[src/rtl/player_position_stepper.sv]
// Head-position stepper for one player: moves the head one cell every TICK_DIV cycles,
// handshakes each new head with the plotter, and ends the round on a hit or an edge step (`WRAP_EN wraps instead).
module player_position_stepper #(
  parameter int GRID_W   = 160,
  parameter int GRID_H   = 120,
  parameter int X_INIT   = 80,
  parameter int Y_INIT   = 60,
  parameter int TICK_DIV = 2500000
) (
  input  logic       CLOCK_50,
  input  logic       resetn,
  input  logic       start,
  input  logic [1:0] direction,
  input  logic       head_ready,
  input  logic       hit,
  output logic [7:0] x,
  output logic [6:0] y,
  output logic       head_valid,
  output logic       crashed
);

  localparam int TW = (TICK_DIV > 1) ? $clog2(TICK_DIV) : 1;
  localparam logic [TW-1:0] TICK_LAST = TW'(TICK_DIV - 1);
  localparam logic [7:0]    X_MAX     = 8'(GRID_W - 1);
  localparam logic [6:0]    Y_MAX     = 7'(GRID_H - 1);
  localparam logic [7:0]    X_RST     = 8'(X_INIT);
  localparam logic [6:0]    Y_RST     = 7'(Y_INIT);

`ifdef WRAP_EN
  localparam bit EDGE_CRASH = 1'b0;
`else
  localparam bit EDGE_CRASH = 1'b1;
`endif

  typedef enum logic [1:0] {
    IDLE      = 2'd0,
    RUN       = 2'd1,
    WAIT_PLOT = 2'd2,
    CRASH     = 2'd3
  } state_t;

  typedef enum logic [1:0] {
    DIR_UP    = 2'b00,
    DIR_RIGHT = 2'b01,
    DIR_LEFT  = 2'b10,
    DIR_DOWN  = 2'b11
  } dir_t;

  state_t        r_state, w_state_n;
  logic [TW-1:0] r_tick,  w_tick_n;
  logic [7:0]    r_x,     w_x_n;
  logic [6:0]    r_y,     w_y_n;
  logic          r_head_valid, w_head_valid_n;
  logic          r_crashed,    w_crashed_n;

  logic [7:0]    w_step_x;
  logic [6:0]    w_step_y;
  logic          w_at_edge;

  // Candidate next cell; at an edge the candidate is the wrapped cell, used only when wrapping is built in.
  always_comb begin
    w_step_x  = r_x;
    w_step_y  = r_y;
    w_at_edge = 1'b0;
    unique case (dir_t'(direction))
      DIR_UP: begin
        w_at_edge = (r_y == 7'd0);
        w_step_y  = w_at_edge ? Y_MAX : r_y - 7'd1;
      end
      DIR_RIGHT: begin
        w_at_edge = (r_x == X_MAX);
        w_step_x  = w_at_edge ? 8'd0 : r_x + 8'd1;
      end
      DIR_DOWN: begin
        w_at_edge = (r_y == Y_MAX);
        w_step_y  = w_at_edge ? 7'd0 : r_y + 7'd1;
      end
      DIR_LEFT: begin
        w_at_edge = (r_x == 8'd0);
        w_step_x  = w_at_edge ? X_MAX : r_x - 8'd1;
      end
    endcase
  end

  // NOTE: every signal written here is given a default first, so no path leaves one unassigned and no latch is inferred.
  always_comb begin
    w_state_n      = r_state;
    w_tick_n       = r_tick;
    w_x_n          = r_x;
    w_y_n          = r_y;
    w_head_valid_n = r_head_valid;
    w_crashed_n    = r_crashed;
    unique case (r_state)
      IDLE: begin
        if (start) begin
          w_state_n = RUN;
          w_tick_n  = '0;
        end
      end
      RUN: begin
        if (r_tick == TICK_LAST) begin
          w_tick_n = '0;
          if (EDGE_CRASH && w_at_edge) begin
            w_crashed_n = 1'b1;
            w_state_n   = CRASH;
          end else begin
            w_x_n          = w_step_x;
            w_y_n          = w_step_y;
            w_head_valid_n = 1'b1;
            w_state_n      = WAIT_PLOT;
          end
        end else begin
          w_tick_n = r_tick + TW'(1);
        end
      end
      WAIT_PLOT: begin
        // Tick counter is frozen here so no step can overtake an unplotted head.
        if (r_head_valid && head_ready) begin
          w_head_valid_n = 1'b0;
          if (hit) begin
            w_crashed_n = 1'b1;
            w_state_n   = CRASH;
          end else begin
            w_state_n = RUN;
          end
        end
      end
      CRASH: begin
        if (start) begin
          w_x_n       = X_RST;
          w_y_n       = Y_RST;
          w_crashed_n = 1'b0;
          w_state_n   = IDLE;
        end
      end
    endcase
  end

  // NOTE: state registers use non-blocking assignments so every flop samples the pre-edge values.
  always_ff @(posedge CLOCK_50 or negedge resetn) begin
    if (!resetn) begin
      r_state      <= IDLE;
      r_tick       <= '0;
      r_x          <= X_RST;
      r_y          <= Y_RST;
      r_head_valid <= 1'b0;
      r_crashed    <= 1'b0;
    end else begin
      r_state      <= w_state_n;
      r_tick       <= w_tick_n;
      r_x          <= w_x_n;
      r_y          <= w_y_n;
      r_head_valid <= w_head_valid_n;
      r_crashed    <= w_crashed_n;
    end
  end

  assign x          = r_x;
  assign y          = r_y;
  assign head_valid = r_head_valid;
  assign crashed    = r_crashed;

endmodule

[config.mk]
export PLATFORM = sky130hd
export DESIGN_NAME = player_position_stepper
export DESIGN_NICKNAME = d
export VERILOG_FILES = /design/src/rtl/player_position_stepper.sv
export SDC_FILE = /design/constraint.sdc
export NUM_CORES = 1
export LEC_CHECK = 0
export ABC_AREA = 1
export CORE_AREA = 2 2 78 80
export DETAILED_ROUTE_END_ITERATION = 10
export DIE_AREA = 0 0 80 82
export PLACE_DENSITY = 0.82
export SETUP_SLACK_MARGIN = 0.4
export SLEW_MARGIN = 20
export SYNTH_ARGS = -nofsm -noshare
export SYNTH_HDL_FRONTEND = slang
export SYNTH_SLANG_ARGS = --single-unit
[constraint.sdc]
create_clock -name CLOCK_50 -period 3.3 [get_ports CLOCK_50]
set_clock_uncertainty 0.2 [all_clocks]
set_input_delay 0.495 -clock CLOCK_50 [delete_from_list [all_inputs] [get_ports CLOCK_50]]
set_output_delay 0.495 -clock CLOCK_50 [all_outputs]
set_load 0.03 [all_outputs]
==> summary.md <==
| Metric | Value |
|---|---|
| Outcome | `finished, final reports clean` |
| Clk_lat worst skew | `about 0.30 ns` |
| Clock sinks | `about 40` |
| Pin count of the biggest net entering global routing | `42` |
| Critical Path Sink | `y[2]` |
| Yosys cell types | `40` |
| All-Layer GR Usage | `between 20% and 30%` |
| Max-slew violation total from the final report | `0` |
| VDD IR-drop max | `0.4013 mV` |
| Yosys top cell area share | `approximately 28%` |
| Reg clk slew, reported paths | `around 0.08 ns` |
| Worst reg2reg path depth | `10` |
| Share of layout cells above drive strength 1 | `under 10%` |
| Slowest cell on the critical path | `clkdlybuf4s50_1` |
| CP top delay family | `buffers and inverters` |
| Gpl congestion | `between 0.9 and 1` |
| Synth warn | `0` |
| CTS H-tree lvls | `2` |
| HPWL Detailed | `roughly 5.6 mm` |
| Compound-cell area share of the yosys netlist | `under 10%` |
| Remaining antenna violation count | `0` |
| Slew headroom | `~40%` |
| CP Data Required Time | `~2.6 ns` |
| Mapped cell area | `0.003127 sq mm` |
| FP Rows | `28` |
| Synth Net Count | `487` |
| Total die area | `roughly 0.0066 sq mm` |
| Core area | `~0.0057 sq mm` |
| Synth Area in XOR/XNOR | `between 2 and 3%` |
| Yosys reg bits | `41` |
| Most frequent cells after synthesis | `nand2_1 (132), nor2_1 (59), inv_1 (53), nand3_1 (53), dfrtp_1 (35)` |
| Critical path cell sequence | `clkdlybuf4s50_1` |
| Final hold vios | `0` |
| Hold Slack | `roughly 0.13 ns` |
| Fmax | `roughly 0.43 GHz` |
| Fin nets | `between 500 and 600` |
| CTS Hold Bufs | `0` |
| CP max FO | `8` |
| Final TNS setup | `0 ns` |
| CP peak stage delay | `approximately 0.7 ns` |
| Number of buffers added on ports | `23` |
| Largest area contributor in the netlist | `dfrtp_1` |
| Arr. time, crit path | `between 1.5 and 2 ns` |
| Post-synthesis adder-cell area fraction | `about 4.0%` |
| CP Class | `flop to output port` |
| DR DRC count | `0` |
| Levels on crit path | `1` |
| Vias/cell | `5.459` |
| Area of placed instances | `0.003405 sq mm` |
| Hold Crit Class | `input port to async pin` |
| Die H | `82 um` |
| Final setup viols | `0` |
| Grt ovf | `0` |
| Chip Width | `approximately 80 um` |
| TritonCTS clock tree | `yes` |
| Setup bufs post-CTS | `0` |
| Unrepaired setup endpoints after global routing | `false` |
| Routed wire length | `between 7 and 8 mm` |
| Largest family of logic cells by synthesized area | `simple AND/OR/NAND/NOR gates` |
| Fill cells | `~540` |
| Num CTS Buffers | `5` |
| PwrDens | `892.9 mW/mm^2` |
| I/O pin count | `24` |
| Syn Inst Count | `between 400 and 500` |
| Synthesis-to-layout area growth | `13.17%` |
| Buf+Inv Stages, Crit Path | `1` |
| Count leader, synth | `nand2_1` |
| Post-synthesis sequential area ratio | `between 30% and 40%` |
| Leak | `1.745 nW` |
| Worst setup path startpoint | `y[2]$_DFFE_PN1P_` |
| Max-cap violation count | `0` |
| DR iter-0 viols | `between 150 and 200` |
| Initial antenna violation count | `0` |
| Number of global-route vias before repair | `between 2000 and 3000` |
| Main synth FF type | `dfrtp_1` |
| CTS root buffer | `clkbuf_8` |
| Post-synthesis mux area share | `0%` |
| Synth top area cells | `dfrtp_1 (28%), nand2_1 (16%), nand3_1 (8.5%), nor2_1 (7.1%), inv_1 (6.4%)` |
| DR WL/cell | `12.80 um` |
| EDFF count, synth | `0` |
| Initial core utilization | `roughly 54%` |
| First-pass GRT wire length | `~12 mm` |
| Ant diodes | `0` |
| Via count of the routed design | `roughly 3100` |
| R2R Path End | `r_tick[9]$_DFFE_PN0P_` |
| Drt pass-1 iters | `4` |
| R2R Setup Slk | `approximately 1.1 ns` |
| Post-synthesis simple-gate area fraction | `a little over two fifths` |
| CP startpoint kind | `flop` |
| Clk buf depth | `2` |
| Tmin final | `approximately 2.3 ns` |
| Worst Setup End Kind | `output port` |
| Slew @ Worst Pin | `0.8993 ns` |
| Syn Area/Cell | `around 6.7 sq um` |
| Worst r2r src | `r_tick[0]$_DFFE_PN0P_` |
| Design area | `between 0.003 and 0.004 sq mm` |
| Fin crit share | `between 70% and 80%` |
| Fraction of registers with async set/reset | `100.0%` |
| Post-cts sizing count | `0` |
[cell families after synthesis]
group / after synthesis
compound gates: 49
xor+xnor: 9
fa+ha+maj: 10
buf+inv: 70
flops: 41
simple gates: 291
[where the power goes]
part / internal (W) / switching (W) / leakage [nW]
registers: 0.000685 / 0.000238 / 0.527
clock network: 0.000301 / 0.000180 / 0.0681
logic: 0.000620 / 0.00114 / 1.15
total: 0.00160 / 0.00155 / 1.75
[state kept, by name, summed over array words and instances (netlist names)]
| name | flops |
|---|---|
| crashed | 1 |
| head_valid | 1 |
| r_state | 2 |
| r_tick | 22 |
| x | 8 |
| y | 7 |
[worst register-to-register path, cell delays in order (launching register included)]
cell	delay, ns
dfrtp_1	0.42
ha_1	0.24
nand2_1	0.09
inv_2	0.04
nand2_1	0.11
nor2_1	0.05
nand3_1	0.09
nand2_2	0.21
nand2_1	0.29
inv_1	0.19
nor3b_1	0.23
[routing by layer]
layer / wire [um] / GRT usage [%] / share of wire (%) / vias up
met2: 3472 / 40.75 / 48 / 100
met1: 3282 / 31.02 / 45 / 1425
met3: 393 / 4.066 / 5.4 / 15
li1: - / - / - / 1566
met4: 135 / 8.814 / 1.9 / 0
met5: 0 / 0 / 0 / -
[stage by stage]
step                cells  worst slack, ns  util, %  power (W)
floorplan             470            1.261        -   0.002181
global placement      561           0.7671    59.26   0.002624
detailed placement    561           0.7097    59.26   0.002669
CTS                   569           0.9662    61.59   0.003159
global route          569           0.8174    61.59   0.003426
finish                569           0.9720    61.59   0.003160
[placed cells by master, fill, tap and decap left out, types with 7 or more instances in the layout]
master / n
nand2_1: 132
nor2_1: 59
inv_1: 53
nand3_1: 53
dfrtp_1: 35
clkdlybuf4s50_1: 22
o21ai_0: 18
a21oi_1: 16
nand4_1: 14
inv_2: 10
ha_1: 10
nor3_1: 8
xor2_1: 7
[cell type report]
class | count | area, sq um | area share [%]
clock buffers | 5 | 68.82 | 1.945
clock inverters | 3 | 65.06 | 1.839
inverters | 63 | 236.5 | 6.683
multi-input cells | 359 | 1815 | 51.31
flip-flops and latches | 41 | 1033 | 29.21
well taps | 75 | 93.84 | 2.652
repair buffers | 23 | 225.2 | 6.365
[how the worst min path moves through the flow]
stage,to,depth (start not counted),startpoint,slack [ns]
floorplan,crashed$_DFFE_PN0P_,0,resetn,-0.0006
global placement,crashed$_DFFE_PN0P_,2,crashed$_DFFE_PN0P_,0.26
detailed placement,crashed$_DFFE_PN0P_,2,crashed$_DFFE_PN0P_,0.27
CTS,y[0]$_DFFE_PN0P_,1,resetn,0.16
global route,x[1]$_DFFE_PN0P_,1,resetn,0.21
finish,x[1]$_DFFE_PN0P_,1,resetn,0.13
(Power assumes the default switching activity.)
